<file path="src/rtl/wt_mem_arbiter.sv">
// wt_mem_arbiter
//   Memory-side arbiter for the write-through cache subsystem. NumPorts cache
//   clients share one adapter port. Each accepted client transaction is given
//   a downstream ID equal to the index of a free entry in a MaxTx-deep
//   transaction table. The table remembers {port, client tid}. Returns are
//   steered back to the owning client with the original tid restored.
//
// Ports
//   clk_i, rst_i            clock, asynchronous active-high reset
//   stall_i                 blocks new grants (a locked request still completes)
//   busy_o                  any entry valid or a request on the adapter port
//   err_o                   sticky: return seen for an unallocated downstream ID
//   outstanding_o           number of valid table entries
//   req_i/ack_o             per-client request valid / one-hot accept
//   req_data_i/req_tid_i    per-client payload and transaction ID (packed)
//   rtrn_vld_o              per-client one-hot return strobe
//   rtrn_data_o/rtrn_tid_o  return payload (broadcast) and restored client ID
//   mem_req_o/mem_ack_i     adapter request handshake
//   mem_data_o/mem_tid_o    selected payload and downstream ID (table index)
//   mem_rtrn_*_i            adapter return beat (one per transaction)
module wt_mem_arbiter #(
  parameter int NumPorts  = 2,
  parameter int ReqWidth  = 128,
  parameter int RtrnWidth = 160,
  parameter int TidWidth  = 2,
  parameter int MaxTx     = 8,
  parameter int FixedPrio = 0
) (
  input  logic                            clk_i,
  input  logic                            rst_i,
  input  logic                            stall_i,
  output logic                            busy_o,
  output logic                            err_o,
  output logic [$clog2(MaxTx+1)-1:0]      outstanding_o,
  input  logic [NumPorts-1:0]             req_i,
  output logic [NumPorts-1:0]             ack_o,
  input  logic [NumPorts*ReqWidth-1:0]    req_data_i,
  input  logic [NumPorts*TidWidth-1:0]    req_tid_i,
  output logic [NumPorts-1:0]             rtrn_vld_o,
  output logic [RtrnWidth-1:0]            rtrn_data_o,
  output logic [TidWidth-1:0]             rtrn_tid_o,
  output logic                            mem_req_o,
  input  logic                            mem_ack_i,
  output logic [ReqWidth-1:0]             mem_data_o,
  output logic [$clog2(MaxTx)-1:0]        mem_tid_o,
  input  logic                            mem_rtrn_vld_i,
  input  logic [$clog2(MaxTx)-1:0]        mem_rtrn_tid_i,
  input  logic [RtrnWidth-1:0]            mem_rtrn_data_i
);

  localparam int IdxW  = $clog2(MaxTx);
  localparam int CntW  = $clog2(MaxTx + 1);
  localparam int PortW = (NumPorts > 1) ? $clog2(NumPorts) : 1;

  typedef enum logic {IDLE, LOCKED} state_e;

  state_e                state_q, state_d;
  logic [PortW-1:0]      rr_q, rr_d;
  logic [CntW-1:0]       cnt_q, cnt_d;
  logic                  err_q, err_d;

  // transaction table
  logic [MaxTx-1:0]      vld_q;
  logic [PortW-1:0]      port_q [MaxTx];
  logic [TidWidth-1:0]   tid_q  [MaxTx];

  // frozen grant while the adapter holds off the handshake
  logic [PortW-1:0]      sel_q;
  logic [IdxW-1:0]       ent_q;

  logic [NumPorts-1:0]   rtrn_vld_q;
  logic [RtrnWidth-1:0]  rtrn_data_q;
  logic [TidWidth-1:0]   rtrn_tid_q;

  logic                  free_en;
  logic [MaxTx-1:0]      free_mask;
  logic                  any_free;
  logic [IdxW-1:0]       alloc_ent;
  logic                  arb_found;
  logic [PortW-1:0]      arb_sel;
  logic                  grant_vld;
  logic [PortW-1:0]      cur_sel;
  logic [IdxW-1:0]       cur_ent;
  logic                  accept;
  logic [NumPorts-1:0]   rtrn_oh;

  // Return decode. An entry being freed this cycle is masked out of
  // allocation so one index is never both released and handed out.
  assign free_en = mem_rtrn_vld_i & vld_q[mem_rtrn_tid_i];

  always_comb begin
    for (int i = 0; i < MaxTx; i++) begin
      free_mask[i] = free_en && (mem_rtrn_tid_i == IdxW'(i));
    end
  end

  // Lowest-index free entry: scanning downward lets the lowest hit win.
  always_comb begin
    any_free  = 1'b0;
    alloc_ent = '0;
    for (int i = MaxTx - 1; i >= 0; i--) begin
      if (!vld_q[i] && !free_mask[i]) begin
        any_free  = 1'b1;
        alloc_ent = IdxW'(i);
      end
    end
  end

  // Port selection: scan in priority order from last to first so the
  // highest-priority requester is the final assignment.
  always_comb begin
    int idx;
    arb_found = 1'b0;
    arb_sel   = '0;
    idx       = 0;
    for (int j = NumPorts - 1; j >= 0; j--) begin
      idx = (FixedPrio != 0) ? j : ((int'(rr_q) + j) % NumPorts);
      if (req_i[PortW'(idx)]) begin
        arb_found = 1'b1;
        arb_sel   = PortW'(idx);
      end
    end
  end

  assign grant_vld = !stall_i && any_free && arb_found;

  // FSM: state register
  always_ff @(posedge clk_i or posedge rst_i) begin
    if (rst_i) begin
      state_q <= IDLE;
    end else begin
      state_q <= state_d;
    end
  end

  // FSM: next state
  always_comb begin
    state_d = state_q;
    case (state_q)
      IDLE:    if (grant_vld && !mem_ack_i) state_d = LOCKED;
      LOCKED:  if (mem_ack_i)               state_d = IDLE;
      default: state_d = IDLE;
    endcase
  end

  // FSM: outputs. Reset gates the combinational request so nothing is
  // offered to the adapter while rst_i is high.
  always_comb begin
    cur_sel   = (state_q == LOCKED) ? sel_q : arb_sel;
    cur_ent   = (state_q == LOCKED) ? ent_q : alloc_ent;
    mem_req_o = !rst_i && ((state_q == LOCKED) || grant_vld);
    ack_o     = '0;
    if (mem_req_o && mem_ack_i) ack_o[cur_sel] = 1'b1;
  end

  assign accept     = mem_req_o & mem_ack_i;
  assign mem_tid_o  = cur_ent;
  assign mem_data_o = req_data_i[int'(cur_sel)*ReqWidth +: ReqWidth];

  always_ff @(posedge clk_i) begin
    if (state_q == IDLE && grant_vld && !mem_ack_i) begin
      sel_q <= arb_sel;
      ent_q <= alloc_ent;
    end
  end

  // control next-state
  always_comb begin
    rr_d  = rr_q;
    if (accept) begin
      rr_d = (int'(cur_sel) == NumPorts - 1) ? '0 : cur_sel + PortW'(1);
    end
    // freed and allocated indices are disjoint, so the count cannot wrap
    cnt_d = cnt_q + {{(CntW-1){1'b0}}, accept} - {{(CntW-1){1'b0}}, free_en};
    err_d = err_q | (mem_rtrn_vld_i & ~vld_q[mem_rtrn_tid_i]);
  end

  always_comb begin
    rtrn_oh = '0;
    if (free_en) rtrn_oh[port_q[mem_rtrn_tid_i]] = 1'b1;
  end

  always_ff @(posedge clk_i or posedge rst_i) begin
    if (rst_i) begin
      rr_q        <= '0;
      cnt_q       <= '0;
      err_q       <= 1'b0;
      vld_q       <= '0;
      rtrn_vld_q  <= '0;
      rtrn_data_q <= '0;
      rtrn_tid_q  <= '0;
    end else begin
      rr_q       <= rr_d;
      cnt_q      <= cnt_d;
      err_q      <= err_d;
      rtrn_vld_q <= rtrn_oh;
      for (int i = 0; i < MaxTx; i++) begin
        if (accept && (cur_ent == IdxW'(i))) vld_q[i] <= 1'b1;
        else if (free_mask[i])               vld_q[i] <= 1'b0;
      end
      if (free_en) begin
        rtrn_data_q <= mem_rtrn_data_i;
        rtrn_tid_q  <= tid_q[mem_rtrn_tid_i];
      end
    end
  end

  // table payload, qualified by vld_q
  always_ff @(posedge clk_i) begin
    if (accept) begin
      port_q[cur_ent] <= cur_sel;
      tid_q[cur_ent]  <= req_tid_i[int'(cur_sel)*TidWidth +: TidWidth];
    end
  end

  assign rtrn_vld_o    = rtrn_vld_q;
  assign rtrn_data_o   = rtrn_data_q;
  assign rtrn_tid_o    = rtrn_tid_q;
  assign err_o         = err_q;
  assign outstanding_o = cnt_q;
  assign busy_o        = (|vld_q) | mem_req_o;

endmodule

</file>
<file path="config.mk">
export PLATFORM = sky130hd
export DESIGN_NAME = wt_mem_arbiter
export DESIGN_NICKNAME = d
export VERILOG_FILES = /design/src/rtl/wt_mem_arbiter.sv
export SDC_FILE = /design/constraint.sdc
export NUM_CORES = 1
export LEC_CHECK = 0
export CORE_AREA = 5 5 280 282
export DETAILED_ROUTE_END_ITERATION = 8
export DIE_AREA = 0 0 285 287
export PLACE_DENSITY = 0.51
export SYNTH_ARGS = -nofsm -noshare
export SYNTH_HDL_FRONTEND = slang
export SYNTH_SLANG_ARGS = --single-unit
</file>
<file path="constraint.sdc">
create_clock -name clk_i -period 11.25 [get_ports clk_i]
set_input_delay 1.6875 -clock clk_i [delete_from_list [all_inputs] [get_ports clk_i]]
set_output_delay 1.6875 -clock clk_i [all_outputs]
set_load 0.01 [all_outputs]
</file>
==> reports/summary.txt <==
CTS tree - built
area of the die - 81800 µm²
wire length per cell - 21.56 µm
vias per std cell - 3.561
number of antenna violations at the first check in global routing - 10
number of violations of the max-capacitance limit - 0
number of placement rows - 101
via count of the first global-routing pass - 9558
Worst path top cell family by delay - buffers and inverters
die span in x - 285 µm
mean instance size in the synthesized netlist - 16.02 µm²
clock network latency to the later pin of the worst-skew pair - 0.54 ns
post-CTS clock slew at the launch and capture registers of the worst setup and hold paths - 0.06 ns
Final period util - 57.88%
overall routed net length - 51.13 mm
CP Class - input port to output pin
flop and latch count out of synthesis - 207
total nets after synthesis - 1083
fin cells - 2372
crit path buf inv count - 4
number of buffers inserted for hold repair after clock tree synthesis - 0
setup repair after global routing missed its margin - no
Worst Path Max Fanout - 70
max-slew headroom at the worst pin - 30.37%
clock root buffer - sky130_fd_sc_hd__clkbuf_16
post-detail-place hpwl - 41.66 mm
Hold/Removal Path Class - register to register
series of cell instances along the critical path - clkdlybuf4s50_1, nand2_1, o21a_1, inv_6, buf_4, mux2_2, clkdlybuf4s50_1
layout overhead on the synthesized area - 86.62%
count of final hold-check violations - 0
status - complete, no violations
wire length of the first global-routing pass - 69.76 mm
top-level port count - 734
Tot GR Track Use - 11.55%
final worst path period need - 6.511 ns
post-synthesis sequential area ratio - 51.26%
number of nets still failing antenna checks after routing - 0
number of cells in the design after placement - 2324
Post-layout nets - 1808
count of warnings emitted by yosys - 0
CP max stage cell - sky130_fd_sc_hd__buf_4
Static Leakage - 0.007930 µW
WP data required - 9.56 ns
number of buffers inserted by port buffering - 732
number of pins exceeding their max-slew limit in the final report - 0
most used cells in the layout excluding fill and tap cells - 732 x sky130_fd_sc_hd__clkdlybuf4s50_1, 179 x sky130_fd_sc_hd__dfrtp_1, 149 x sky130_fd_sc_hd__mux2_2
Fillers - 7858
total number of clock tree sinks - 207
post-CTS setup-driven buffer insertion count - 0
maximum number of pins on one net before global-route repair - 74
routed via count - 8446
total grt overflow - 0
number of violations reported at the end of detailed-routing iteration 0 - 260
Gates resized, CTS repair - 0
maximum achievable frequency - 0.1536 GHz
Remaining DRCs - 0
chip height - 287 µm
number of distinct library cells after synthesis - 38
level count of the clock H-tree - 1
maximum clock path buffer count - 3
Placement Setup Slack - 4.648 ns
startpoint types - input port
Sum Neg Setup Slack - 0 ns
Inserted Clock Buffers - 25
most common cell after layout, fill and taps aside - sky130_fd_sc_hd__clkdlybuf4s50_1
gate count after technology mapping - 648
biggest cell delay along the critical path - 0.77 ns
netlist area before placement - 10380 µm²
CORE AREA - 75440 µm²
Worst path most repeated cell - sky130_fd_sc_hd__clkdlybuf4s50_1
initial core utilization - 13.76%
Setup Viol. Count Final - 0
worst hold-check slack - 0.4753 ns
setup ws final - 4.739 ns
slew of the pin with the lowest slew margin - 1.044 ns
layout cell share with drive strength beyond 1 - 24.93%
Max VDD drop - 0.08464 mV
worst clock skew - 0.01542 ns
kind of capture point of the worst setup path - output pin
placer's final routability congestion estimate - 0.8562
areal power density over the cells - 207.7 nW/µm²
First-pass DRT Iterations - 4
worst endpoint data arrival time - 4.82 ns
post-layout util - 25.67%
## area by class of cell
cell class	instances	area [µm²]	share of cell area [%]
inverters	14	65.06	0.3359
flip-flops and latches	207	5320	27.47
multi-input cells	386	4614	23.82
clock inverters	1	5.005	0.02584
repair buffers	739	7380	38.10
diodes	6	15.01	0.07752
clock buffers	41	745.7	3.850
well taps	978	1224	6.318
## registers in the layout (all words and copies together), names as in the netlist
signal	flops
state_q	1
rtrn_vld_o	2
rr_q	1
sel_q	1
vld_q	8
outstanding_o	4
rtrn_data_o	160
port_q	8
ent_q	3
rtrn_tid_o	2
err_o	1
tid_q	16
## synthesized netlist by cell type, drive strengths merged
master | n | share of area (%)
a21oi | 1 | 0.048
dfrtp | 179 | 43
o21ai | 6 | 0.29
o221a | 1 | 0.11
o31ai | 6 | 0.43
or2 | 1 | 0.060
mux2 | 296 | 37
ha | 4 | 0.48
xnor2 | 2 | 0.17
nor4 | 6 | 0.36
and4 | 1 | 0.084
o21a | 3 | 0.22
nor3 | 4 | 0.19
mux2i | 5 | 0.48
clkbuf | 20 | 0.72
o31a | 2 | 0.17
fa | 1 | 0.19
nor3b | 1 | 0.072
a21o | 2 | 0.14
xor2 | 1 | 0.084
a31oi | 1 | 0.060
nor2b | 2 | 0.12
o311a | 1 | 0.096
nand4 | 1 | 0.060
nand2 | 11 | 0.40
edfxtp | 28 | 8.1
nor2 | 8 | 0.29
inv | 12 | 0.43
clkinv | 2 | 0.072
nand2b | 4 | 0.24
buf | 21 | 3.1
mux4 | 7 | 1.5
o211ai | 4 | 0.29
o41ai | 4 | 0.34
## through the flow
step,instance area [µm²],total power [µW]
2_1_floorplan,10380,2178
4_1_cts,19350,4109
3_3_place_gp,18600,3281
6_report,19370,4023
3_5_place_dp,18600,3292
5_1_grt,19360,4249
## path summary, 6_finish.rpt
check | from | to | slack (ns) | cells past startpoint
worst min register to register | err_o | err_o | 0.48 | 1
worst max register to register | state_q | tid_q[4][0] | 8.35 | 5
worst max-delay path | req_i[0] | mem_data_o[79] | 4.74 | 7
max in group asynchronous | rst_i | rtrn_data_o[121] | 7.59 | 4
worst min-delay path | err_o | err_o | 0.48 | 1
min in group asynchronous | rst_i | rtrn_data_o[68] | 1.64 | 2
## power by group
| group | leakage [µW] | internal, µW | switching (µW) |
|---|---|---|---|
| registers | 0.00241 | 1080 | 190 |
| clock network | 0.000367 | 446 | 319 |
| logic | 0.00515 | 1280 | 711 |
## logic make-up (layout without fill, tap and decap cells)
group	count (synthesis)	in the layout	synth area share, %
xor gates and xnor gates	3	3	0.2532
DFF	207	207	51.26
adders and majority gates	5	5	0.6751
and+or+nand+nor	39	39	1.881
muxes	308	308	39.43
AOI/OAI and AO/OA	31	31	2.194
other	0	6	0
buffers and inverters	55	795	4.304
## per-layer routing
layer	GRT usage, %	up-vias	wire length (µm)
li1	-	3821	-
met1	11.36	4122	17510
met2	21.51	442	26750
met3	4.941	59	5180
met4	4.372	2	1686
met5	0	-	12
## worst reg2reg max path: cells and delay by family, from the launching register on
kind,cells,cell delay [ns]
DFF,1,0.54
buffers and inverters,2,1.26
AOI/OAI and AO/OA,1,0.17
and+or+nand+nor,1,0.09
muxes,1,0.56
No activity file was read; power rests on OpenSTA's default activity.
==> RTL edit (config.mk and constraints unchanged) <==
Register the output `err_o` once more; this adds one clock of latency there. The other outputs are not delayed to match.
--- a/src/rtl/wt_mem_arbiter.sv
+++ b/src/rtl/wt_mem_arbiter.sv
@@ -216,7 +216,9 @@
   assign rtrn_vld_o    = rtrn_vld_q;
   assign rtrn_data_o   = rtrn_data_q;
   assign rtrn_tid_o    = rtrn_tid_q;
-  assign err_o         = err_q;
+  always_ff @(posedge clk_i) begin
+    err_o <= err_q;
+  end
   assign outstanding_o = cnt_q;
   assign busy_o        = (|vld_q) | mem_req_o;
 
Behaviour: not the same (Yosys sat finds a counterexample within 4 cycles, from zero or initial values and one cycle with rst_i high).
==> RTL edit against the unedited design <==
  * Final area rose by 0.58%
  * Highest routed layer unchanged
  * Synthesized area is 0.19% higher
  * Clock power is 9.5% higher
  * Sequential cell count increased by 1
  * Routed wire length rose by 4.7%
  * Power increased by 2.2%
  * Global-route usage rose by 0.57 points
  * Setup slack lost 83 ps
==> RTL edit: results (changes against the unedited design) <==
sequential-to-total area share from yosys stat 0.5135 (was 0.5126); met1 Usage GRT 0.1175 (was 0.1136); worst-path fanout max 75 (was 70); syn nets 1,084 (was 1,083); IO Port Bufs 732 (unchanged); XOR/XNOR Fraction of Synth Area 0.002527 (was 0.002532); Synth Area in Adders 0.006738 (was 0.006751); number of synthesized flops with an enable pin 28 (unchanged); Clk network pwr share 0.204 (was 0.190); Initial DRC Count 230 (was 260); FFs w/ async S/R, synth 0.8606 (was 0.8647); Metal-1 WL 17.94 mm (was 17.51 mm); Total Wirelength 53.56 mm (was 51.13 mm); met3 usage 0.05765 (was 0.04941); pre-CTS setup slack 4556 ps (was 4648 ps); vias per cell 3.571 (was 3.561); DP Cell Count 2,325 (was 2,324); status complete, no violations (unchanged); post_cts resized 0 (unchanged); most area-consuming cells after synthesis dfrtp_1 43%, mux2_4 21%, mux2_2 16% (unchanged); crit-path leading delay family buffers and inverters (unchanged); GRT met2 Usage 0.2337 (was 0.2151); met3 wire length 5.928 mm (was 5.180 mm); Worst path max stage delay 740 ps (was 770 ps); vias in the first global route 9,333 (was 9,558); CP Data Arrival Time 4910 ps (was 4820 ps); slew margin rel. 0.2709 (was 0.3037); post-synthesis compound-gate area fraction 0.02190 (was 0.02194); first-pass GRT wire length 72.08 mm (was 69.76 mm); DP Wirelength 44.32 mm (was 41.66 mm); GP Congestion 0.8548 (was 0.8562); gr usage total 0.1212 (was 0.1155); fraction of synthesized area in multiplexers 0.3936 (was 0.3943); routed len/inst 22.55 um (was 21.56 um); Num CTS Buffers 24 (was 25); VDD IR max 0.00007443 V (was 0.00008464 V); met2 wire length 28.48 mm (was 26.75 mm); initial antenna violation count 17 (was 10); Post-DP Area 0.01862 mm2 (was 0.01860 mm2); clk pwr 838 uW (was 765 uW); Netlist cell types 39 (was 38); Sw Share 0.3024 (was 0.3034); Post-Route Skew 11.44 ps (was 15.42 ps); largest net degree at the start of global routing 84 (was 74); filler cell count 7,819 (was 7,858); share of cells above drive strength 1 0.2538 (was 0.2493); P_leak 0.007989 uW (was 0.007930 uW)
## RTL edit: worst register-to-register path: stages, from the launching register on
cell     delay, ps
dfrtp_1        450
mux2i_1        170
mux4_2         280
or2_4          230
buf_4          710
buf_4          960
mux2_4         440
## RTL edit: final timing paths
check / start / depth (start not counted) / endpoint / slack (ps)
min reg2reg: err_q / 0 / err_o / 390
max in group asynchronous: rst_i / 4 / rtrn_data_o[155] / 7750
min: err_q / 0 / err_o / 390
max reg2reg: vld_q[3] / 6 / rtrn_data_o[148] / 7890
max: req_i[0] / 7 / mem_data_o[64] / 4660
min in group asynchronous: rst_i / 2 / rtrn_data_o[59] / 1720
## RTL edit: cell type report
type / instances / area (um2) / share of cell area
inverters: 14 / 65.06 / 0.003340
repair buffers: 739 / 7380 / 0.3788
clock buffers: 34 / 710.7 / 0.03648
clock inverters: 10 / 132.6 / 0.006808
flip-flops and latches: 208 / 5340 / 0.2741
well taps: 978 / 1224 / 0.06281
diodes: 6 / 15.01 / 0.0007707
multi-input cells: 386 / 4614 / 0.2369
